==> src/rtl/soc_axi_pkg.sv <==
// soc_axi_pkg: shared AXI4-Lite widths, arbiter state and master-id types
package soc_axi_pkg;
  localparam int AXI_ADDR_W = 32;
  localparam int AXI_DATA_W = 32;
  localparam int AXI_STRB_W = AXI_DATA_W / 8;
  typedef enum logic [2:0] {IDLE, WR, WR_RESP, RD_ADDR, RD_DATA} arb_state_e;
  typedef enum logic {MID_M0 = 1'b0, MID_M1 = 1'b1} master_id_e;
endpackage

==> src/rtl/rr_arbiter_2.sv <==
// rr_arbiter_2: two-input round-robin grant, pointer moves only when a transaction completes
// clk, rst_n : clock, async active-low reset (pointer favours m0)
// i_req      : request per master
// i_done     : current owner finished its transaction
// i_owner    : master that just finished
// o_gnt      : one-hot combinational grant, 00 when nobody requests
module rr_arbiter_2
  import soc_axi_pkg::*;
(
  input  logic       clk,
  input  logic       rst_n,
  input  logic [1:0] i_req,
  input  logic       i_done,
  input  master_id_e i_owner,
  output logic [1:0] o_gnt
);
  master_id_e r_ptr;
  always_ff @(posedge clk or negedge rst_n)
    if (!rst_n) r_ptr <= MID_M0;
    else if (i_done) r_ptr <= (i_owner == MID_M0) ? MID_M1 : MID_M0;
  assign o_gnt = (i_req == 2'b11) ? ((r_ptr == MID_M1) ? 2'b10 : 2'b01) : i_req;
endmodule

==> src/rtl/axi_lite_arbiter_2to1.sv <==
// axi_lite_arbiter_2to1: shares one AXI4-Lite slave between two masters, one whole transaction at a time
// clk, rst_n   : system clock, async active-low reset
// m0_*, m1_*   : AXI4-Lite slave-side ports toward the two masters
// s_*          : AXI4-Lite master-side port toward the shared slave
// grant_o      : one-hot owner of the current transaction, 00 when idle
module axi_lite_arbiter_2to1
  import soc_axi_pkg::*;
#(
  parameter int ADDR_W = AXI_ADDR_W,
  parameter int DATA_W = AXI_DATA_W
) (
  input  logic                clk,
  input  logic                rst_n,
  input  logic [ADDR_W-1:0]   m0_awaddr,
  input  logic                m0_awvalid,
  output logic                m0_awready,
  input  logic [DATA_W-1:0]   m0_wdata,
  input  logic [DATA_W/8-1:0] m0_wstrb,
  input  logic                m0_wvalid,
  output logic                m0_wready,
  output logic                m0_bvalid,
  input  logic                m0_bready,
  input  logic [ADDR_W-1:0]   m0_araddr,
  input  logic                m0_arvalid,
  output logic                m0_arready,
  output logic [DATA_W-1:0]   m0_rdata,
  output logic                m0_rvalid,
  input  logic                m0_rready,
  input  logic [ADDR_W-1:0]   m1_awaddr,
  input  logic                m1_awvalid,
  output logic                m1_awready,
  input  logic [DATA_W-1:0]   m1_wdata,
  input  logic [DATA_W/8-1:0] m1_wstrb,
  input  logic                m1_wvalid,
  output logic                m1_wready,
  output logic                m1_bvalid,
  input  logic                m1_bready,
  input  logic [ADDR_W-1:0]   m1_araddr,
  input  logic                m1_arvalid,
  output logic                m1_arready,
  output logic [DATA_W-1:0]   m1_rdata,
  output logic                m1_rvalid,
  input  logic                m1_rready,
  output logic [ADDR_W-1:0]   s_awaddr,
  output logic                s_awvalid,
  input  logic                s_awready,
  output logic [DATA_W-1:0]   s_wdata,
  output logic [DATA_W/8-1:0] s_wstrb,
  output logic                s_wvalid,
  input  logic                s_wready,
  input  logic                s_bvalid,
  output logic                s_bready,
  output logic [ADDR_W-1:0]   s_araddr,
  output logic                s_arvalid,
  input  logic                s_arready,
  input  logic [DATA_W-1:0]   s_rdata,
  input  logic                s_rvalid,
  output logic                s_rready,
  output logic [1:0]          grant_o
);
  arb_state_e r_state;
  logic [1:0] r_grant;
  logic       r_aw_done, r_w_done;
  logic       w_sel, w_wr, w_wresp, w_rdaddr, w_rddata;
  logic       w_awvalid, w_wvalid, w_bready, w_arvalid, w_rready;
  logic       w_awrdy, w_wrdy, w_bval, w_arrdy, w_rval;
  logic       w_aw_all, w_w_all, w_done;
  logic [1:0] w_req, w_gnt;
  // r_grant is 00 outside a transaction, so every per-master output gated by it is idle-safe
  assign w_sel     = r_grant[1];
  assign w_wr      = (r_state == WR);
  assign w_wresp   = (r_state == WR_RESP);
  assign w_rdaddr  = (r_state == RD_ADDR);
  assign w_rddata  = (r_state == RD_DATA);
  assign w_awvalid = w_sel ? m1_awvalid : m0_awvalid;
  assign w_wvalid  = w_sel ? m1_wvalid : m0_wvalid;
  assign w_bready  = w_sel ? m1_bready : m0_bready;
  assign w_arvalid = w_sel ? m1_arvalid : m0_arvalid;
  assign w_rready  = w_sel ? m1_rready : m0_rready;
  assign s_awaddr  = w_sel ? m1_awaddr : m0_awaddr;
  assign s_wdata   = w_sel ? m1_wdata : m0_wdata;
  assign s_wstrb   = w_sel ? m1_wstrb : m0_wstrb;
  assign s_araddr  = w_sel ? m1_araddr : m0_araddr;
  assign s_awvalid = w_wr & w_awvalid & ~r_aw_done;
  assign s_wvalid  = w_wr & w_wvalid & ~r_w_done;
  assign s_bready  = w_wresp & w_bready;
  assign s_arvalid = w_rdaddr & w_arvalid;
  assign s_rready  = w_rddata & w_rready;
  assign w_awrdy   = w_wr & s_awready & ~r_aw_done;
  assign w_wrdy    = w_wr & s_wready & ~r_w_done;
  assign w_bval    = w_wresp & s_bvalid;
  assign w_arrdy   = w_rdaddr & s_arready;
  assign w_rval    = w_rddata & s_rvalid;
  assign m0_awready = r_grant[0] & w_awrdy;
  assign m0_wready  = r_grant[0] & w_wrdy;
  assign m0_bvalid  = r_grant[0] & w_bval;
  assign m0_arready = r_grant[0] & w_arrdy;
  assign m0_rvalid  = r_grant[0] & w_rval;
  assign m0_rdata   = r_grant[0] ? s_rdata : '0;
  assign m1_awready = r_grant[1] & w_awrdy;
  assign m1_wready  = r_grant[1] & w_wrdy;
  assign m1_bvalid  = r_grant[1] & w_bval;
  assign m1_arready = r_grant[1] & w_arrdy;
  assign m1_rvalid  = r_grant[1] & w_rval;
  assign m1_rdata   = r_grant[1] ? s_rdata : '0;
  assign grant_o    = r_grant;
  // AW and W complete independently; a flag remembers a phase that finished earlier
  assign w_aw_all = r_aw_done | (s_awvalid & s_awready);
  assign w_w_all  = r_w_done | (s_wvalid & s_wready);
  assign w_done   = (w_wresp & s_bvalid & s_bready) | (w_rddata & s_rvalid & s_rready);
  assign w_req    = {m1_awvalid | m1_arvalid, m0_awvalid | m0_arvalid};
  rr_arbiter_2 u_rr (
    .clk     (clk),
    .rst_n   (rst_n),
    .i_req   (w_req),
    .i_done  (w_done),
    .i_owner (w_sel ? MID_M1 : MID_M0),
    .o_gnt   (w_gnt)
  );
  always_ff @(posedge clk or negedge rst_n)
    if (!rst_n) begin
      r_state   <= IDLE;
      r_grant   <= '0;
      r_aw_done <= 1'b0;
      r_w_done  <= 1'b0;
    end else begin
      case (r_state)
        IDLE: if (|w_gnt) begin
          r_grant <= w_gnt;
          r_state <= (w_gnt[1] ? m1_awvalid : m0_awvalid) ? WR : RD_ADDR;
        end
        WR: if (w_aw_all & w_w_all) begin
          r_aw_done <= 1'b0;
          r_w_done  <= 1'b0;
          r_state   <= WR_RESP;
        end else begin
          r_aw_done <= w_aw_all;
          r_w_done  <= w_w_all;
        end
        WR_RESP: if (s_bvalid & s_bready) begin
          r_state <= IDLE;
          r_grant <= '0;
        end
        RD_ADDR: if (s_arvalid & s_arready) r_state <= RD_DATA;
        RD_DATA: if (s_rvalid & s_rready) begin
          r_state <= IDLE;
          r_grant <= '0;
        end
        default: r_state <= IDLE;
      endcase
    end
endmodule

==> config.mk <==
export PLATFORM = sky130hd
export DESIGN_NAME = axi_lite_arbiter_2to1
export DESIGN_NICKNAME = d
export VERILOG_FILES = /design/src/rtl/soc_axi_pkg.sv /design/src/rtl/rr_arbiter_2.sv /design/src/rtl/axi_lite_arbiter_2to1.sv
export SDC_FILE = /design/constraint.sdc
export NUM_CORES = 1
export LEC_CHECK = 0
export ABC_AREA = 1
export BUFFER_PORTS_ARGS = -buffer_cell sky130_fd_sc_hd__clkbuf_2
export CAP_MARGIN = 20
export CORE_AREA = 2 2 167 169
export CTS_CLUSTER_DIAMETER = 80
export DETAILED_ROUTE_END_ITERATION = 8
export DIE_AREA = 0 0 169 171
export GPL_TIMING_DRIVEN = 1
export HOLD_SLACK_MARGIN = 0.12
export PLACE_DENSITY = 0.39
export SYNTH_ARGS = -nofsm -noshare
export SYNTH_HDL_FRONTEND = slang
export SYNTH_SLANG_ARGS = --single-unit
==> constraint.sdc <==
create_clock -name clk -period 3.87 [get_ports clk]
set_input_delay 0.387 -clock clk [delete_from_list [all_inputs] [get_ports clk]]
set_output_delay 0.387 -clock clk [all_outputs]
set_load 0.02 [all_outputs]
After elaboration in Yosys (flattened, before gate mapping)
Cells that the tools add are included.
{ "totals": {"register_bits": 8, "inputBits": 249, "out_inout_bits": 181, "elab_cells": 88} }
{ "classes": {"n_eq_ne": 10, "muxes": 29, "bitwise": 39, "n_reduce_logical": 5} }
{ "ops": {"columns": ["op", "count"], "rows": [
  ["32-bit two-way mux", 5],
  ["1-bit AND", 32],
  ["3-bit two-way mux", 5],
  ["3-bit case mux with 5 select lines", 1],
  ["2-bit two-way mux", 6],
  ["1-bit two-way mux", 10],
  ["2-bit by 1-bit inequality test with 1-bit output, second input constant", 4],
  ["3-bit by 2-bit == test with 1-bit output, second input constant", 2],
  ["2-bit case mux with 3 select lines", 1],
  ["1-bit bitwise OR", 5],
  ["5-bit AND reduction", 1],
  ["4-bit two-way mux", 1],
  ["4-bit AND reduction", 1],
  ["3-bit by 1-bit == test with 1-bit output, second input constant", 1],
  ["3-bit == test, second input constant", 1],
  ["3-bit logical NOT", 1],
  ["3-bit nonzero test", 1],
  ["2-bit == test, second input constant", 1],
  ["2-bit inequality test, second input constant", 1],
  ["1-bit inverter", 2],
  ["2-bit OR reduction", 1]
]} }

Depth between registers and ports, before layout
{ "depth": {"depth_word": 8, "mapped_depth": 10} }

Modules after synthesis
A second synthesis with hierarchy kept.
{ "unflattened": {"cells_unflattened": 581, "area_unflattened_um2": 2428.6} }
{ "modules_own_cells": {"columns": ["mod", "n_inst", "cells_per_inst", "area_per_inst_um2", "seq_area_each_um2"], "rows": [
  ["axi_lite_arbiter_2to1", 1, 570, 2363.5, 175.2],
  ["rr_arbiter_2", 1, 11, 65.1, 25.0]
]} }

Worst setup path after synthesis
No wires, ideal clock.
{ "synth_timing": {"path_type": "register to output", "from": "register r_grant[0], in the netlist grant_o[0]", "to": "output port m0_arready", "t_arrival_ns": 1.286, "path_slack_ns": 2.197, "path_stages_with_launch": 4, "path_buffers": 1, "cell_sequence": "dfrtp_1 > clkbuf_1 > inv_1 > nor3_1"} }
{ "synth_between": {"elab_chain_cells": 1} }
{ "synth_lines": {"columns": ["item", "line_no", "text"], "rows": [
  ["from (decl)", "axi_lite_arbiter_2to1.sv:62", "logic [1:0] r_grant;"],
  ["from (signal assigned)", "axi_lite_arbiter_2to1.sv:129", "r_grant <= w_gnt;"],
  ["1-bit AND", "axi_lite_arbiter_2to1.sv:97", "assign m0_arready = r_grant[0] & w_arrdy;"],
  ["to (decl)", "axi_lite_arbiter_2to1.sv:25", "output logic m0_arready,"]
]} }
Every way passes these cells.

Worst setup path after layout
{ "layout_timing": {"from": "register r_grant[1], in the netlist grant_o[1]", "to": "output port s_rready"} }
{ "layout_between": {"elab_chain_cells": 2} }
{ "layout_lines": {"columns": ["item", "line_no", "text"], "rows": [
  ["1-bit two-way mux", "axi_lite_arbiter_2to1.sv:79", "assign w_rready = w_sel ? m1_rready : m0_rready;"],
  ["1-bit AND", "axi_lite_arbiter_2to1.sv:88", "assign s_rready = w_rddata & w_rready;"],
  ["to (decl)", "axi_lite_arbiter_2to1.sv:58", "output logic s_rready,"]
]} }
Every way passes these cells.

==> metrics <==
total track usage=11.5%; Die H=171 µm; unrepaired setup endpoints after global routing=no; # diodes=0; antenna viol nets, final=0; CP Launch Type=register; Syn Nets=829; syn_area_per_cell=4.23 µm²; Synth Register Bits=8; largest net degree at the start of global routing=77; Setup Skew=0.00243 ns; final core occ=18.3%; Crit path arrival time=1.91 ns; Crit. End Element=output port; Leak=3.79 nW; Worst slew margin=48.8%; Reg clk slew, reported paths=0.04 ns; Yosys cell types=22; first-pass GRT wire length=25.1 mm; cell internal pwr=1.12 mW; Hold Path Class=in -> reg; RePlAce Congestion=0.835; post-synthesis cell count=580; crit path time final=2.30 ns; total gr overflow=0; register area share after synthesis=8.15%; detailed placement HPWL=16.4 mm; P per Cell Area=678 mW/mm²; Peak supply drop=0.334 mV; Hold Fails Final Rpt=0; worst-path fanout max=76; worst-skew pair later-pin latency=0.23 ns; combinational power share=90.0%; TritonRoute pass-1 iters=4; CTS root buf=clkbuf_16; total design power=3.40 mW; Detailed Route WL=18.5 mm; Sw Share=66.9%; # rows=61; fin crit share=59.3%; H-tree Lvls=1; DR WL/cell=13.8 µm; CTS buffer count=3; DR iter-0 viols=111; kind of critical path=reg -> out; Core ar.=0.0273 mm²; post-synthesis cell area=0.00245 mm²; Fillers=3278; Max-Cap Viols=0; Area Overhead vs Synth=104%; Clock Sinks=8; remaining routing DRC violations=0; Critical Path RT=3.48 ns; total I/O pin count=430; Sequential Power Share=4.7%; switching power=2.27 mW; clock power share=5.3%; worst r2r path cells=8; layout cells sized above 1=45.6%; vias per cell=3.55; Die W=169 µm; Yosys warnings=0; endpoints failing setup=0; Worst-Margin Slew=0.768 ns; Max Clock Freq=436 MHz; setup TNS=0 ns; Max Slew Vio Count=0; CTS tree=done; Initial Util=8.98%; most common cell after layout, fill and taps aside=clkbuf_2; initial antenna violation count=0; clk buf depth=2; port bufs=429; hold path cells=2; die area=0.0289 mm²; most frequent cells in the layout=clkbuf_2 (429), nand2_1 (398), inv_1 (83); DR vias=4735; pre-CTS setup slack=1.80 ns; setup slack after layout=1.57 ns; fin nets=1237; status=complete, no violations; Post-CTS Resized=0; vias in the first global route=4255; Fin Hold WS=0.440 ns
[power groups by stage]
| stage | sequential [mW] | clock [mW] | combinational [mW] |
|---|---|---|---|
| 5_1_grt | 0.166 | 0.189 | 3.36 |
| 4_1_cts | 0.161 | 0.183 | 3.12 |
| 2_1_floorplan | 0.153 | 0 | 1.94 |
| 3_3_place_gp | 0.164 | 0 | 3.12 |
| 6_report | 0.160 | 0.181 | 3.06 |
| 3_5_place_dp | 0.162 | 0 | 3.11 |
[area by class of cell]
class	instances	area [µm²]	share of cell area [%]
Sequential cell	8	204	4.07
Inverter	87	328	6.54
Timing Repair Buffer	435	2190	43.8
Tap cell	346	433	8.63
Multi-Input combinational cell	453	1780	35.4
Clock buffer	4	78.8	1.57
[synth_stat cells]
master,n,area (µm²)
a21o_1,1,7.51
a21oi_1,7,35.0
a21oi_2,1,8.76
a31oi_1,1,6.26
buf_2,14,70.1
buf_4,2,15.0
buf_6,1,11.3
clkbuf_1,15,56.3
dfrtp_1,8,200
inv_1,83,312
inv_2,4,15.0
nand2_1,398,1490
nand2_2,4,25.0
nand3_1,8,40.0
nand3_2,1,10.0
nand4_1,2,12.5
nor2_1,18,67.6
nor3_1,3,15.0
nor3_2,1,10.0
o21ai_0,1,5.00
o21ai_1,6,30.0
o21ai_2,1,8.76
[logic make-up after synthesis]
| logic type | Yosys count | share of synthesized area (%) |
|---|---|---|
| AO/OA/AOI/OAI | 18 | 4.13 |
| buffers and inverters | 119 | 19.5 |
| AND/OR/NAND/NOR | 435 | 68.2 |
| flip-flops | 8 | 8.15 |
[metal layers]
layer,track usage (%),part of all wire (%),vias up,wire (µm)
met2,22.3,51,280,9490
met4,2.49,1.6,0,300
met3,2.20,8.4,18,1550
met5,0,0,-,0
met1,12.9,39,1958,7120
li1,-,-,2479,-
[path summary, 6_finish.rpt]
| check | startpoint | end | slack (ns) |
|---|---|---|---|
| max | grant_o[1] | s_rready | 1.57 |
| min | s_arready | r_state[2] | 0.44 |
| max reg2reg | grant_o[1] | r_state[0] | 1.92 |
| min reg2reg | r_w_done | r_w_done | 0.49 |
| max in group asynchronous | rst_n | grant_o[1] | 3.11 |
| min in group asynchronous | rst_n | r_aw_done | 0.55 |
[worst max-delay path: stages, from the launching register on]
cell and delay (ns):
dfrtp_4 0.41, buf_4 0.59, nand2_1 0.15, a21oi_1 0.25
clkbuf_2 0.27
[state kept, by name, summed over array words and instances (netlist names)]
name and flops:
r_w_done 1, r_state 3, r_aw_done 1, u_rr.r_ptr 1, grant_o 2
[per-stage QoR]
stage	instances	cell area (µm²)
finish	1333	5010
CTS	1333	5010
floorplan	580	2450
detailed placement	1328	4920
global placement	1328	4920
global route	1333	5010
[timing repair]
action / 4_1_cts / 5_1_grt
endpoints found under the hold margin: 8 / 0
hold buffers: 1 / 0
buffers inserted: 0 / 0
(Power assumes the default switching activity.)
